**src/rtl/pong_game_ctrl_if.sv**
```systemverilog
// Key/vsync inputs and registered game-state outputs of the Pong game controller.
interface pong_game_ctrl_if;
    logic [7:0] key_code_i;
    logic       key_valid_i;
    logic       frame_i;
    logic [9:0] paddle_x_o;
    logic [9:0] ball_x_o;
    logic [9:0] ball_y_o;
    logic [7:0] score_o;
    logic [1:0] lives_o;
    logic [1:0] state_o;

    modport master (
        output key_code_i, key_valid_i, frame_i,
        input  paddle_x_o, ball_x_o, ball_y_o, score_o, lives_o, state_o
    );

    modport slave (
        input  key_code_i, key_valid_i, frame_i,
        output paddle_x_o, ball_x_o, ball_y_o, score_o, lives_o, state_o
    );
endinterface

```
**src/rtl/pong_game_ctrl.sv**
```systemverilog
// Frame-synchronous Pong controller: PS/2 key tracking, paddle/ball motion,
// serve sequencing, score and lives; game state advances once per vsync rise.
module pong_game_ctrl #(
    parameter int unsigned SCREEN_W     = 640,
    parameter int unsigned SCREEN_H     = 480,
    parameter int unsigned PADDLE_W     = 64,
    parameter int unsigned PADDLE_H     = 16,
    parameter int unsigned BALL_R       = 8,
    parameter int unsigned PADDLE_STEP  = 4,
    parameter int unsigned BALL_STEP    = 2,
    parameter int unsigned LIVES        = 3,
    parameter int unsigned SERVE_FRAMES = 60
) (
    input  logic              clk_i,
    input  logic              rstn_i,
    pong_game_ctrl_if.slave   bus
);
    localparam int unsigned CNT_W = (SERVE_FRAMES > 1) ? $clog2(SERVE_FRAMES) : 1;

    localparam logic [9:0] PADDLE_HOME = 10'((SCREEN_W - PADDLE_W) / 2);
    localparam logic [9:0] PADDLE_MAX  = 10'(SCREEN_W - PADDLE_W);
    localparam logic [9:0] P_STEP      = 10'(PADDLE_STEP);
    localparam logic [9:0] B_STEP      = 10'(BALL_STEP);
    localparam logic [9:0] B_R         = 10'(BALL_R);
    localparam logic [9:0] HOME_X      = 10'(SCREEN_W / 2);
    localparam logic [9:0] HOME_Y      = 10'd40;
    localparam logic [9:0] NEAR_EDGE   = 10'(BALL_R + BALL_STEP);
    localparam logic [9:0] RIGHT_LIM   = 10'(SCREEN_W - BALL_STEP);
    localparam logic [9:0] HIT_LO      = 10'(SCREEN_H - PADDLE_H - BALL_STEP);
    localparam logic [9:0] HIT_HI      = 10'(SCREEN_H - PADDLE_H);
    localparam logic [9:0] BOTTOM      = 10'(SCREEN_H);
    localparam logic [9:0] PAD_REACH   = 10'(PADDLE_W + BALL_R);
    localparam logic [1:0] LIVES_INIT  = 2'(LIVES);
    localparam logic [CNT_W-1:0] SERVE_LOAD = CNT_W'(SERVE_FRAMES - 1);

    typedef enum logic [1:0] {
        ST_IDLE  = 2'd0,
        ST_SERVE = 2'd1,
        ST_PLAY  = 2'd2,
        ST_OVER  = 2'd3
    } state_t;

    state_t           state_q, state_d;
    logic [9:0]       paddle_q, paddle_d, bx_q, bx_d, by_q, by_d, paddle_mv;
    logic [7:0]       score_q, score_d;
    logic [1:0]       lives_q, lives_d;
    logic [CNT_W-1:0] cnt_q, cnt_d;
    logic             vx_neg_q, vx_neg_d, vy_neg_q, vy_neg_d;
    logic             serve_neg_q, serve_neg_d, start_req_q, start_req_d;
    logic             vx_n, vy_n, hit, miss;
    logic             frame_q, ext_q, brk_q, held_left_q, held_right_q;
    logic             tick_c, plain_key_c;

    assign tick_c      = bus.frame_i & ~frame_q;
    assign plain_key_c = bus.key_valid_i && (bus.key_code_i != 8'hE0) && (bus.key_code_i != 8'hF0);

    // Scancode prefix tracking and held-key flags.
    always_ff @(posedge clk_i) begin
        if (!rstn_i) begin
            frame_q      <= 1'b0;
            ext_q        <= 1'b0;
            brk_q        <= 1'b0;
            held_left_q  <= 1'b0;
            held_right_q <= 1'b0;
        end else begin
            frame_q <= bus.frame_i;
            if (bus.key_valid_i) begin
                if (bus.key_code_i == 8'hE0) begin
                    ext_q <= 1'b1;
                end else if (bus.key_code_i == 8'hF0) begin
                    brk_q <= 1'b1;
                end else begin
                    if (!ext_q && bus.key_code_i == 8'h1C) held_left_q  <= ~brk_q;
                    if (!ext_q && bus.key_code_i == 8'h23) held_right_q <= ~brk_q;
                    ext_q <= 1'b0;
                    brk_q <= 1'b0;
                end
            end
        end
    end

    always_ff @(posedge clk_i) begin
        if (!rstn_i) begin
            state_q     <= ST_IDLE;
            paddle_q    <= PADDLE_HOME;
            bx_q        <= HOME_X;
            by_q        <= HOME_Y;
            score_q     <= 8'd0;
            lives_q     <= LIVES_INIT;
            cnt_q       <= '0;
            vx_neg_q    <= 1'b0;
            vy_neg_q    <= 1'b0;
            serve_neg_q <= 1'b0;
            start_req_q <= 1'b0;
        end else begin
            state_q     <= state_d;
            paddle_q    <= paddle_d;
            bx_q        <= bx_d;
            by_q        <= by_d;
            score_q     <= score_d;
            lives_q     <= lives_d;
            cnt_q       <= cnt_d;
            vx_neg_q    <= vx_neg_d;
            vy_neg_q    <= vy_neg_d;
            serve_neg_q <= serve_neg_d;
            start_req_q <= start_req_d;
        end
    end

    always_comb begin
        state_d     = state_q;
        paddle_d    = paddle_q;
        bx_d        = bx_q;
        by_d        = by_q;
        score_d     = score_q;
        lives_d     = lives_q;
        cnt_d       = cnt_q;
        vx_neg_d    = vx_neg_q;
        vy_neg_d    = vy_neg_q;
        serve_neg_d = serve_neg_q;
        start_req_d = start_req_q;
        vx_n        = vx_neg_q;
        vy_n        = vy_neg_q;
        hit         = 1'b0;
        miss        = 1'b0;
        paddle_mv   = paddle_q;

        if (held_left_q && !held_right_q)
            paddle_mv = (paddle_q <= P_STEP) ? 10'd0 : paddle_q - P_STEP;
        else if (held_right_q && !held_left_q)
            paddle_mv = (paddle_q >= PADDLE_MAX - P_STEP) ? PADDLE_MAX : paddle_q + P_STEP;

        if (state_q == ST_IDLE) begin
            paddle_d = PADDLE_HOME;
            bx_d     = HOME_X;
            by_d     = HOME_Y;
        end

        if (tick_c) begin
            unique case (state_q)
                ST_IDLE, ST_OVER: begin
                    if (start_req_q) begin
                        start_req_d = 1'b0;
                        score_d     = 8'd0;
                        lives_d     = LIVES_INIT;
                        vx_neg_d    = 1'b0;
                        serve_neg_d = 1'b1;
                        vy_neg_d    = 1'b0;
                        bx_d        = HOME_X;
                        by_d        = HOME_Y;
                        cnt_d       = SERVE_LOAD;
                        state_d     = ST_SERVE;
                    end
                end
                ST_SERVE: begin
                    start_req_d = 1'b0;
                    paddle_d    = paddle_mv;
                    if (cnt_q == '0) state_d = ST_PLAY;
                    else             cnt_d   = cnt_q - CNT_W'(1);
                end
                ST_PLAY: begin
                    start_req_d = 1'b0;
                    paddle_d    = paddle_mv;
                    if (bx_q <= NEAR_EDGE)        vx_n = 1'b0;
                    if (bx_q + B_R >= RIGHT_LIM)  vx_n = 1'b1;
                    if (by_q <= NEAR_EDGE)        vy_n = 1'b0;
                    hit  = !vy_n && (by_q + B_R >= HIT_LO) && (by_q + B_R <= HIT_HI) &&
                           (paddle_q <= bx_q + B_R) && (bx_q < paddle_q + PAD_REACH);
                    miss = !hit && !vy_n && (by_q + B_R >= BOTTOM);
                    if (hit) begin
                        vy_n    = 1'b1;
                        score_d = (score_q == 8'hFF) ? score_q : score_q + 8'd1;
                    end
                    vx_neg_d = vx_n;
                    vy_neg_d = vy_n;
                    if (miss) begin
                        lives_d = lives_q - 2'd1;
                        if (lives_q == 2'd1) begin
                            state_d = ST_OVER;
                        end else begin
                            // Re-serve from the top, alternating horizontal direction.
                            vx_neg_d    = serve_neg_q;
                            serve_neg_d = ~serve_neg_q;
                            vy_neg_d    = 1'b0;
                            bx_d        = HOME_X;
                            by_d        = HOME_Y;
                            cnt_d       = SERVE_LOAD;
                            state_d     = ST_SERVE;
                        end
                    end else begin
                        bx_d = vx_n ? bx_q - B_STEP : bx_q + B_STEP;
                        by_d = vy_n ? by_q - B_STEP : by_q + B_STEP;
                    end
                end
                default: state_d = ST_IDLE;
            endcase
        end

        // A start byte landing on a tick cycle still registers for the next tick.
        if (plain_key_c && !ext_q && !brk_q && bus.key_code_i == 8'h29)
            start_req_d = 1'b1;
    end

    assign bus.paddle_x_o = paddle_q;
    assign bus.ball_x_o   = bx_q;
    assign bus.ball_y_o   = by_q;
    assign bus.score_o    = score_q;
    assign bus.lives_o    = lives_q;
    assign bus.state_o    = state_q;
endmodule

```
**src/flat_wrapper.sv**
```systemverilog
// flat-port wrapper written by rule: the top's interface ports become plain ports
module pong_game_ctrl_flat 
#(
    parameter int unsigned SCREEN_W     = 640,
    parameter int unsigned SCREEN_H     = 480,
    parameter int unsigned PADDLE_W     = 64,
    parameter int unsigned PADDLE_H     = 16,
    parameter int unsigned BALL_R       = 8,
    parameter int unsigned PADDLE_STEP  = 4,
    parameter int unsigned BALL_STEP    = 2,
    parameter int unsigned LIVES        = 3,
    parameter int unsigned SERVE_FRAMES = 60
)
  (clk_i, rstn_i, bus_key_code_i, bus_key_valid_i, bus_frame_i, bus_paddle_x_o, bus_ball_x_o, bus_ball_y_o, bus_score_o, bus_lives_o, bus_state_o);
  pong_game_ctrl_if bus_i ();
  input  logic clk_i;
  input  logic rstn_i;
  input wire logic [$bits(bus_i.key_code_i)-1:0] bus_key_code_i;
  input wire logic [$bits(bus_i.key_valid_i)-1:0] bus_key_valid_i;
  input wire logic [$bits(bus_i.frame_i)-1:0] bus_frame_i;
  output wire logic [$bits(bus_i.paddle_x_o)-1:0] bus_paddle_x_o;
  output wire logic [$bits(bus_i.ball_x_o)-1:0] bus_ball_x_o;
  output wire logic [$bits(bus_i.ball_y_o)-1:0] bus_ball_y_o;
  output wire logic [$bits(bus_i.score_o)-1:0] bus_score_o;
  output wire logic [$bits(bus_i.lives_o)-1:0] bus_lives_o;
  output wire logic [$bits(bus_i.state_o)-1:0] bus_state_o;
  assign bus_i.key_code_i = bus_key_code_i;
  assign bus_i.key_valid_i = bus_key_valid_i;
  assign bus_i.frame_i = bus_frame_i;
  assign bus_paddle_x_o = bus_i.paddle_x_o;
  assign bus_ball_x_o = bus_i.ball_x_o;
  assign bus_ball_y_o = bus_i.ball_y_o;
  assign bus_score_o = bus_i.score_o;
  assign bus_lives_o = bus_i.lives_o;
  assign bus_state_o = bus_i.state_o;
  pong_game_ctrl #(.SCREEN_W(SCREEN_W), .SCREEN_H(SCREEN_H), .PADDLE_W(PADDLE_W), .PADDLE_H(PADDLE_H), .BALL_R(BALL_R), .PADDLE_STEP(PADDLE_STEP), .BALL_STEP(BALL_STEP), .LIVES(LIVES), .SERVE_FRAMES(SERVE_FRAMES)) u_core (.clk_i(clk_i), .rstn_i(rstn_i), .bus(bus_i));
endmodule
```
**config.mk**
```make
export PLATFORM = sky130hd
export DESIGN_NAME = pong_game_ctrl_flat
export DESIGN_NICKNAME = d
export VERILOG_FILES = /design/src/rtl/pong_game_ctrl_if.sv /design/src/rtl/pong_game_ctrl.sv /design/src/flat_wrapper.sv
export SDC_FILE = /design/constraint.sdc
export NUM_CORES = 1
export LEC_CHECK = 0
export ABC_AREA = 1
export CELL_PAD_IN_SITES_DETAIL_PLACEMENT = 1
export CELL_PAD_IN_SITES_GLOBAL_PLACEMENT = 2
export CORE_UTILIZATION = 34
export DETAILED_ROUTE_END_ITERATION = 12
export PLACE_DENSITY_LB_ADDON = 0.3
export SETUP_SLACK_MARGIN = 0.05
export SLEW_MARGIN = 20
export SYNTH_ARGS = -nofsm -noshare
export SYNTH_HDL_FRONTEND = slang
export SYNTH_SLANG_ARGS = --single-unit
```
**constraint.sdc**
```tcl
create_clock -name clk_i -period 11.7 [get_ports clk_i]
set_clock_uncertainty 0.2 [all_clocks]
set_input_delay 2.34 -clock clk_i [delete_from_list [all_inputs] [get_ports clk_i]]
set_output_delay 2.34 -clock clk_i [all_outputs]
set_load 0.005 [all_outputs]
```
After elaboration in Yosys (flattened, before gate mapping)
Index checks and enable logic that the tools add are counted.
{ "op_classes": {"add_sub_neg": 12, "magnitude_cmp": 10, "eq_ne": 21, "muxes": 65, "bitwise_logic": 6, "n_reduce_logical": 38} }
{ "ops": {"columns": ["operator", "n"], "rows": [
  ["10-bit 2-to-1 mux", 19],
  ["10-bit case mux with 2 select lines", 2],
  ["8-bit equality test, second input constant", 3],
  ["1-bit 2-to-1 mux", 24],
  ["6-bit 2-to-1 mux", 4],
  ["8-bit 2-to-1 mux", 3],
  ["10-bit by 2-bit adder with 10-bit output, second input constant", 2],
  ["10-bit by 4-bit adder with 10-bit output, second input constant", 2],
  ["10-bit greater-or-equal comparator, second input constant", 2],
  ["10-bit by 9-bit greater-or-equal comparator with 1-bit output, second input constant", 2],
  ["10-bit by 4-bit less-or-equal comparator with 1-bit output, second input constant", 2],
  ["10-bit by 2-bit subtractor with 10-bit output, second input constant", 2],
  ["6-bit case mux with 3 select lines", 1],
  ["8-bit by 6-bit equality test with 1-bit output, second input constant", 2],
  ["8-bit inequality test, second input constant", 2],
  ["8-bit case mux with 2 select lines", 1],
  ["4-bit AND reduction", 4],
  ["1-bit logical AND", 15],
  ["5-bit AND reduction", 3],
  ["2-bit 2-to-1 mux", 6],
  ["10-bit by 3-bit adder with 10-bit output, second input constant", 1],
  ["10-bit by 7-bit adder with 10-bit output, second input constant", 1],
  ["10-bit less-or-equal comparator", 1],
  ["10-bit by 3-bit less-or-equal comparator with 1-bit output, second input constant", 1],
  ["25 further kinds", 47]
]} }
{ "totals": {"ff_bits": 57, "in_bits": 12, "output_inout_bits": 42, "wordCells": 168} }

Longest topological paths before layout
{ "logic_depth": {"depth_word": 16, "depth_mapped": 26, "depth_no_buf": 26} }

Worst setup path before layout
No wires, ideal clock.
{ "synth_path": {"path_kind": "input to register", "start": "input bus_frame_i", "end": "register u_core.score_q[4] (netlist: u_core.bus.score_o[4])", "setup_ns": 0.116, "arrival_time_ns": 3.704, "required_time_ns": 11.384, "path_slack_ns": 7.680, "cell_stages": 13, "path_buffers": 0, "cell_sequence": "inv_1 -> nor2_1 -> inv_2 -> nor2_1 -> inv_2 -> nor2_4 -> inv_2 -> a31oi_1 -> nand3_1 -> nand2_1 -> nand3_1 -> xor2_1 -> nor2_1"} }
{ "synth_via": {"elab_chain_cells": 2} }
{ "synth_rtl": {"columns": ["element", "line", "rtl"], "rows": [
  ["from (decl)", "flat_wrapper.sv:20", "input wire logic [$bits(bus_i.frame_i)-1:0] bus_frame_i;"],
  ["1-bit bitwise AND", "pong_game_ctrl.sv:54", "assign tick_c = bus.frame_i & ~frame_q;"],
  ["5-bit AND reduction (no line)", null, null],
  ["to (signal assigned)", "pong_game_ctrl.sv:100", "score_q <= score_d;"],
  ["to (decl)", "pong_game_ctrl.sv:45", "logic [7:0] score_q, score_d;"]
]} }
No other way between the ends.
A chain may end at the register's enable or synchronous reset.

Final worst setup path
Ends and elaborated chain as after synthesis.

==> impl_metrics.json <==
{
  "setup_viol": 0,
  "grt_pass1_vias": 5605,
  "worstPathArrival_ps": 4730,
  "first_pass_iters": 8,
  "worst_pin_slew_ps": 1050,
  "hold_path.startpoint": "u_core.vx_neg_q$_SDFFE_PN0P_",
  "grt_pass1_wl_mm": 28.0,
  "finalHoldViolCount": 0,
  "reg2reg_to": "u_core.bus.ball_y_o[9]$_SDFF_PN0_",
  "reg2regPathDepth": 24,
  "ys_seq_elements": 57,
  "fin_nets": 936,
  "synth_area_um2": 5120,
  "gr-usage-all-layers_pct": 22.2,
  "regToRegStartpoint": "u_core.bus.paddle_x_o[4]$_SDFFE_PN0P_",
  "hold_end": "u_core.vx_neg_q$_SDFFE_PN0P_",
  "postCtsSetupBuffers": 0,
  "cts_tree": "done",
  "rrSetupSlack_ps": 7120,
  "layout-drive-gt1-share_pct": 4.22,
  "rsz0062_at_grt": "no",
  "vias": 5420,
  "syn_nets": 893,
  "die_w_um": 125,
  "place_congestion": 0.803,
  "hpwlAfterDp_mm": 12.9,
  "wl_mm": 16.6,
  "cp_max_fo": 17,
  "diodes": 0,
  "hold_ws_ps": 283,
  "outcome": "finished with violations",
  "crit_slowest_cell": "clkdlybuf4s50_1",
  "htree_num_levels": 3,
  "relSlewSlack_pct": 29.5,
  "synthCells": 828,
  "p_comb_share_pct": 3.8,
  "clockPowerShare_pct": 59.7,
  "timing_worst_setup_path_type": "in -> reg",
  "yosysWarningCount": 0,
  "tns_ps": 0,
  "end_kind": "flip-flop",
  "cts_made_buffers": 9,
  "fmax_ghz": 0.212,
  "grt_max_degree": 28,
  "die_h_um": 125,
  "clock-root-buffer": "clkbuf_16",
  "worst_setup_path_start_kind": "input pin",
  "initial_core_util_pct": 35.0,
  "peakVddDrop_uv": 51.6,
  "drtAntennaViolNets": 0,
  "cts.sinks": 57,
  "async_reset_ff_share_pct": 0,
  "rows": 44,
  "grt_remaining_overflow": 0,
  "nFillCells": 1968,
  "drv_cap": 0,
  "ctsResizeCount": 0,
  "violations": "design-rule violations",
  "p_int_uw": 417,
  "ys_seq_area_share_pct": 22.3,
  "fin_crit_sh_pct": 40.2,
  "power_density_nw_per_um2": 87.5,
  "slew_viol_final": 0,
  "synth_edf_count": 0,
  "power.leakage_nw": 2.75,
  "crit_required_ps": 11730,
  "area_growth_pct": 19.7,
  "place.port_buffers": 53,
  "fin_crit_ps": 4710,
  "seq_power_share_pct": 36.5,
  "cts_buffer_depth": 2,
  "dieArea_um2": 15600,
  "hold_buffers": 0,
  "clk_pin_slew_worst_paths_ps": 50,
  "drt-wirelength-per-cell_um": 15.7,
  "pre_cts_slack_ps": 6620,
  "hp-class": "reg -> reg",
  "hold_depth": 2,
  "drc": 2,
  "ios": 54,
  "routed_via_density": 5.11,
  "avgSynthCellArea_um2": 6.19,
  "crit_chain": "clkdlybuf4s50_1, inv_1, nor2_1, inv_2, nor2_1, inv_2, nor2_4, inv_2, a31oi_1, nand3_1, nand2_1, nand3_1, xor2_1, nor2_1",
  "drtIter0Drc": 224,
  "setup_slack_ps": 6990,
  "core_area_um2": 14600,
  "synthDistinctLibCells": 36,
  "clk_latency_ps": 340,
  "swShare_pct": 22.3,
  "antenna_found_initial": 0,
  "max_stage_delay_ps": 480,
  "synthFlopType": "dfxtp_1",
  "switchingPower_uw": 120
}
-- area by class of cell --
type / instances / area [um^2] / area share [%]
multi-input cells: 636 / 3450 / 56.2
flip-flops and latches: 57 / 1140 / 18.6
repair buffers: 54 / 538 / 8.77
inverters: 113 / 424 / 6.92
clock buffers: 10 / 239 / 3.90
well taps: 184 / 230 / 3.75
clock inverters: 6 / 114 / 1.86
-- power by group through the flow --
stage | Combinational, mW | Clock (mW) | Sequential, mW
final | 0.0203 | 0.320 | 0.196
after global routing | 0.0227 | 0.332 | 0.196
after CTS | 0.0205 | 0.326 | 0.196
after detailed placement | 0.0205 | 0 | 0.200
after global placement | 0.0200 | 0 | 0.200
after floorplan | 0.0113 | 0 | 0.200
-- worst max-delay path by stage --
| stage | end | depth (start not counted) | from |
|---|---|---|---|
| after CTS | u_core.bus.score_o[4]$_SDFFE_PN0P_ | 14 | bus_frame_i |
| after global placement | u_core.bus.score_o[4]$_SDFFE_PN0P_ | 14 | bus_frame_i |
| after global routing | u_core.bus.score_o[5]$_SDFFE_PN0P_ | 15 | bus_frame_i |
| after detailed placement | u_core.bus.score_o[4]$_SDFFE_PN0P_ | 14 | bus_frame_i |
| final | u_core.bus.score_o[4]$_SDFFE_PN0P_ | 14 | bus_frame_i |
| after floorplan | u_core.bus.score_o[4]$_SDFFE_PN0P_ | 13 | bus_frame_i |
-- cells in the final DEF, fill, tap and decap left out, types with 2 or more instances in the layout --
cell             count
o21ai_1              4
clkbuf_16            9
inv_2                5
clkdlybuf4s50_1     53
o211a_1              2
o21ai_0             19
nand3_1             58
fa_1                 2
nand4_1             25
dfxtp_1             57
nor2_1              99
o21bai_1             3
clkinvlp_4           2
nor3_1              13
nand2_1            221
inv_1              107
nor2_2               4
ha_1                51
nand2_2              4
o31ai_1              2
nor4_1               2
a21oi_1             74
xnor2_1              7
bufinv_16            3
a31oi_1              2
xor2_1              25
o211ai_1             7
nand3_2              4
-- cells by family (layout without fill, tap and decap cells) --
group	after synthesis	count (layout)	synth area share (%)
adder cells (fa/ha/maj)	53	53	13.2
buffers and inverters	135	183	10.5
XOR/XNOR	32	32	5.47
AO/OA/AOI/OAI	118	118	12.6
flip-flops	57	57	22.3
AND/OR/NAND/NOR	433	433	35.9
-- per-stage QoR --
stage | area (um^2) | power, mW | cells | util [%]
floorplan | 5120 | 0.211 | 828 | -
global placement | 5780 | 0.220 | 1044 | 39.5
detailed placement | 5780 | 0.221 | 1044 | 39.5
CTS | 6130 | 0.543 | 1060 | 41.9
global route | 6130 | 0.551 | 1060 | 41.9
finish | 6130 | 0.537 | 1060 | 41.9
-- registers in the layout, summed over array words and instances, names as in the netlist --
name,cells
u_core.bus.state_o,2
u_core.ext_q,1
u_core.frame_q,1
u_core.held_right_q,1
u_core.bus.ball_y_o,10
u_core.bus.score_o,8
u_core.start_req_q,1
u_core.bus.lives_o,2
u_core.vy_neg_q,1
u_core.vx_neg_q,1
u_core.serve_neg_q,1
u_core.held_left_q,1
u_core.bus.ball_x_o,10
u_core.cnt_q,6
u_core.bus.paddle_x_o,10
u_core.brk_q,1
-- worst max-delay path: cells and delay by family --
kind            cells  cell delay, ps
simple gates        7            1120
compound gates      1             200
xor+xnor            1             150
buf+inv             5             930
-- cell usage after synthesis (3+ instances only) --
master | instances | share of area [%]
a21oi_1 | 74 | 7.2
buf_6 | 3 | 0.66
clkbuf_1 | 17 | 1.2
dfxtp_1 | 57 | 22
ha_1 | 51 | 12
inv_1 | 107 | 7.8
inv_2 | 5 | 0.37
nand2_1 | 221 | 16
nand2_2 | 4 | 0.49
nand3_1 | 58 | 5.7
nand3_2 | 4 | 0.78
nand4_1 | 25 | 3.1
nor2_1 | 99 | 7.3
nor2_2 | 4 | 0.49
nor3_1 | 13 | 1.3
o211ai_1 | 7 | 1.0
o21ai_0 | 19 | 1.9
o21ai_1 | 4 | 0.39
o21bai_1 | 3 | 0.44
xnor2_1 | 7 | 1.2
xor2_1 | 25 | 4.3
-- layer usage --
layer / global-route usage [%] / routed length (um)
met4: 6.39 / 209
met1: 29.1 / 8080
met5: 0 / 0
met3: 2.49 / 504
met2: 38.1 / 7820
No activity file was read; power rests on OpenSTA's default activity.
